**config.mk**
```make
export PLATFORM = sky130hd
export DESIGN_NAME = force_release_ctl
export DESIGN_NICKNAME = d
export VERILOG_FILES = /design/src/rtl/force_release_ctl.sv
export SDC_FILE = /design/constraint.sdc
export NUM_CORES = 1
export LEC_CHECK = 0
export ABC_CLOCK_PERIOD_IN_PS = 1590
export CAP_MARGIN = 20
export CORE_AREA = 2 2 39 41
export DETAILED_ROUTE_END_ITERATION = 16
export DIE_AREA = 0 0 41 43
export GPL_TIMING_DRIVEN = 0
export SYNTH_ARGS = -nofsm -noshare
export SYNTH_HDL_FRONTEND = slang
export SYNTH_SLANG_ARGS = --single-unit
export TNS_END_PERCENT = 30
```
**constraint.sdc**
```tcl
create_clock -name clk -period 1.59 [get_ports clk]
set_input_delay 0.2385 -clock clk [delete_from_list [all_inputs] [get_ports clk]]
set_output_delay 0.2385 -clock clk [all_outputs]
set_load 0.01 [all_outputs]
```
**src/rtl/force_release_ctl.sv**
```systemverilog
// Override controller: holds a captured value on net_out until release (or timeout),
// then hands the net back to net_in. Optional auto-release counter under `FORCE_TIMEOUT_EN.
module force_release_ctl #(
   parameter int WIDTH = 4,
   parameter int CNT_W = 8
) (
   input  logic             clk,
   input  logic             reset,
   input  logic [WIDTH-1:0] net_in,
   input  logic             force_req,
   input  logic [WIDTH-1:0] force_val,
   input  logic [CNT_W-1:0] force_cycles,
   input  logic             release_req,
   output logic [WIDTH-1:0] net_out,
   output logic             forced,
   output logic             force_ack,
   output logic             release_done
);

   typedef enum logic [1:0] {
      IDLE    = 2'd0,
      FORCED  = 2'd1,
      RELEASE = 2'd2
   } state_t;

   state_t           state_q, state_d;
   logic [WIDTH-1:0] hold_q, hold_d;
   logic             ack_d;

`ifdef FORCE_TIMEOUT_EN
   logic [CNT_W-1:0] cnt_q, cnt_d;
   logic             timeout;

   assign timeout = (cnt_q == CNT_W'(1));
`else
   logic             unused_cycles;

   assign unused_cycles = ^force_cycles;
`endif

   // NOTE: every signal gets a default before the case so no path leaves it unassigned (no latch).
   always_comb begin
      state_d = state_q;
      hold_d  = hold_q;
      ack_d   = 1'b0;
`ifdef FORCE_TIMEOUT_EN
      cnt_d   = cnt_q;
`endif
      case (state_q)
         IDLE: begin
            if (force_req) begin
               state_d = FORCED;
               hold_d  = force_val;
               ack_d   = 1'b1;
`ifdef FORCE_TIMEOUT_EN
               cnt_d   = force_cycles;
`endif
            end
         end
         FORCED: begin
            // Release beats a re-force; a re-force beats a timeout.
            if (release_req) begin
               state_d = RELEASE;
            end else if (force_req) begin
               hold_d  = force_val;
               ack_d   = 1'b1;
`ifdef FORCE_TIMEOUT_EN
               cnt_d   = force_cycles;
`endif
            end else begin
`ifdef FORCE_TIMEOUT_EN
               if (timeout) state_d = RELEASE;
               if (cnt_q != '0) cnt_d = cnt_q - CNT_W'(1);
`endif
            end
         end
         RELEASE: state_d = IDLE;
         default: state_d = IDLE;
      endcase
   end

   // NOTE: state registers use non-blocking assignments so all flops update together at the edge.
   always_ff @(posedge clk or posedge reset) begin
      if (reset) begin
         state_q   <= IDLE;
         // NOTE: hold_q is reset too, so no stale override value survives a reset.
         hold_q    <= '0;
         force_ack <= 1'b0;
      end else begin
         state_q   <= state_d;
         hold_q    <= hold_d;
         force_ack <= ack_d;
      end
   end

`ifdef FORCE_TIMEOUT_EN
   always_ff @(posedge clk or posedge reset) begin
      if (reset) cnt_q <= '0;
      else       cnt_q <= cnt_d;
   end
`endif

   assign forced       = (state_q == FORCED);
   assign release_done = (state_q == RELEASE);
   assign net_out      = forced ? hold_q : net_in;

endmodule

```
==> results of run 1 <==
==> cell type report <==
type / count / area (um2)
clock buffers: 4 / 26.3
fillers: 122 / 790
flip-flops and latches: 7 / 175
plain buffers: 1 / 7.51
well taps: 16 / 20.0
inverters: 2 / 7.51
multi-input cells: 14 / 160
repair buffers: 20 / 198
==> state kept, by name, indices dropped and copies added (netlist names) <==
signal	cells
state_q	2
hold_q	4
force_ack	1
==> metal layers <==
metal	routed length, um	vias to the layer above
met3	90	4
met5	0	-
met4	22	0
met2	347	21
li1	-	128
met1	288	114
==> kinds of logic (layout without fill, tap and decap cells) <==
group           after synthesis  in the layout  share of synthesized area [%]
mux                           9              9                           30.2
flops                         7              7                           52.2
simple gates                  4              4                           7.09
buf+inv                       3             27                           4.48
compound gates                1              1                           5.97
==> worst reg2reg max path: stages (launching register included) <==
cell      delay (ns)
dfrtp_1         0.37
buf_4           0.15
a211oi_4        0.32
mux2_2          0.37
==> layout by cell type (no fill, tap or decap) <==
cell type,synthesis,routed
clkdlybuf4s50_1,0,12
dfrtp_1,7,7
mux2_2,9,5
mux2_4,0,4
buf_6,0,4
buf_4,1,3
clkbuf_4,0,3
nor2b_1,2,2
inv_1,2,2
dlygate4sd2_1,0,2
and2_2,1,1
nor2_1,1,1
a211oi_4,1,1
clkbuf_1,0,1
==> synthesized netlist by cell type <==
master	instances
nor2_1	1
mux2_2	9
buf_4	1
a211oi_4	1
dfrtp_1	7
and2_2	1
nor2b_1	2
inv_1	2
==> timing repair <==
action / in CTS / in global routing
setup endpoints to repair: 6 / 4
pin swaps: 0 / 0
gates resized for setup: 22 / 4
setup buffers: 2 / 0
==> power by group through the flow <==
stage	Combinational (mW)	Sequential (mW)	Clock, mW
finish	0.227	0.228	0.165
global route	0.245	0.232	0.185
CTS	0.214	0.227	0.175
detailed placement	0.194	0.236	0
global placement	0.190	0.234	0
floorplan	0.0986	0.230	0
==> through the flow <==
stage | setup TNS, ns | setup slack (ns) | instances | hold slack, ns | utilization, %
global placement | -0.587 | -0.148 | 58 | 0.481 | 38.7
detailed placement | -0.789 | -0.179 | 58 | 0.503 | 38.7
global route | -0.139 | -0.0353 | 64 | 0.236 | 42.9
floorplan | 0 | 0.309 | 24 | 0.0419 | -
finish | 0 | 0.0169 | 64 | 0.219 | 42.9
CTS | -0.0409 | -0.0129 | 64 | 0.226 | 41.9
==> final timing paths <==
check	from	endpoint	slack [ns]	cells after the start
setup reg to reg	state_q[0]$_DFFE_PP0P_	hold_q[3]$_DFFE_PP0P_	0.26	3
max in group asynchronous	reset	hold_q[3]$_DFFE_PP0P_	1.16	2
hold / removal	reset	force_ack$_DFF_PP0_	0.22	2
min in group clk	hold_q[2]$_DFFE_PP0P_	hold_q[2]$_DFFE_PP0P_	0.53	1
setup / recovery	state_q[0]$_DFFE_PP0P_	net_out[3]	0.02	4
hold reg to reg	hold_q[2]$_DFFE_PP0P_	hold_q[2]$_DFFE_PP0P_	0.53	1
==> flow_summary.toml, run 1 <==
[timing]
max_slew_margin_pct = 78.6
final-max-slew-violation-count = 0
finalHoldViolations = 0
skew_ns = 0.00295
fin_crit_ns = 1.57
rsz0062_at_grt = "true"
period_share_pct = 98.9
max_freq_mhz = 636
setup_viol = 0
worstMarginPinSlew_ns = 0.321

[pwr]
clkPwrFrac_pct = 26.6
power.internal_mw = 0.455
power-per-cell-area_nw_per_um2 = 1040
power_mw = 0.620
pwr-share-seq_pct = 36.8
pwr-share-comb_pct = 36.6
power.switching_mw = 0.164
netSwitchingFraction_pct = 26.5
vdd_drop_max_v = 0.000487
p_leak_nw = 0.274

[worst_setup_path]
critPathMaxStageDelay_ns = 0.37
crit_buf_inv = 2
critPathKind = "reg2out"
cp_max_fo = 6
cp_data_arrival_time_ns = 1.33
critPathCaptureType = "output port"
crit_required_ns = 1.35
crit_chain = "nor2b_1 > buf_4 > mux2_4 > buf_6"
slowest_stage = "dfrtp_1"
cpLargestDelayFamily = "flip-flops"
crit_path_start_kind = "flop"

[clock_network]
cts-root-buf = "clkbuf_4"
tritoncts = "done"
numClockSinks = 7
hold_buffers = 0
ctsHtreeMaxLevel = 1
cts.path.max_buffers = 2
clock_latency_ns = 0.26
clk_pin_slew_ns = 0.05
cts_buffers = 3

[route]
ant_nets = 0
drc = 0
vias = 267
dr.pass1.iters = 2
wl_um = 749
drt_iter0_markers = 2
vias_per_cell = 4.17
detail_route.wl_per_cell_um = 11.7

[yosys]
yosysWarnings = 0
syn-instance-count = 24
synth_area_leader_cell = "dfrtp_1"
netlist.area_leader.share_pct = 52.2
ys_seq_area_share_pct = 52.2
ys_ff_latch = 7
synth_area_um2 = 335
postSynthAreaPerCell_um2 = 14.0
synth_area_leaders = "dfrtp_1, mux2_2, a211oi_4"
synth.distinct_cells = 8
synth_nets = 44

[floorplan]
dieHeight_um = 43
die_x_um = 41
die-area_um2 = 1760
core_um2 = 1380
rows = 14
ios = 27
start_util_pct = 24.2

[hold_path]
min_path_type = "in2async"

[grt]
top_usage_layer = "met2"
grt_util_all_layers_pct = 10.8
grt_pass1_vias = 280
grt_pass1_wl_um = 1120
gr-usage-met2_pct = 15.0
antenna_found_initial = 0
gr-usage-met3_pct = 6.81
use_met1_pct = 10.2
grt_max_degree = 8
overflow = 0

[final_layout]
fin_area_um2 = 594
area_growth_pct = 77.2
drive_gt1_share_pct = 43.8
nets = 69
insertedDiodeCount = 0

[placement]
port_buffers = 18
place_area_um2 = 536
routabilityCongestion = 0.612
dp_hpwl_um = 567

[status]
status = "complete, no violations"

[flow_run]
maxCapViolCount = 0
No activity file was read; power rests on OpenSTA's default activity.
==> inputs of run 2 (changes only) <==
--- a/config.mk
+++ b/config.mk
@@ -11,6 +11,7 @@
 export DETAILED_ROUTE_END_ITERATION = 16
 export DIE_AREA = 0 0 41 43
 export GPL_TIMING_DRIVEN = 0
+export SLEW_MARGIN = 5
 export SYNTH_ARGS = -nofsm -noshare
 export SYNTH_HDL_FRONTEND = slang
 export SYNTH_SLANG_ARGS = --single-unit
==> results of run 2 <==
No change in the layout: final DEF, timing and power equal those of run 1.
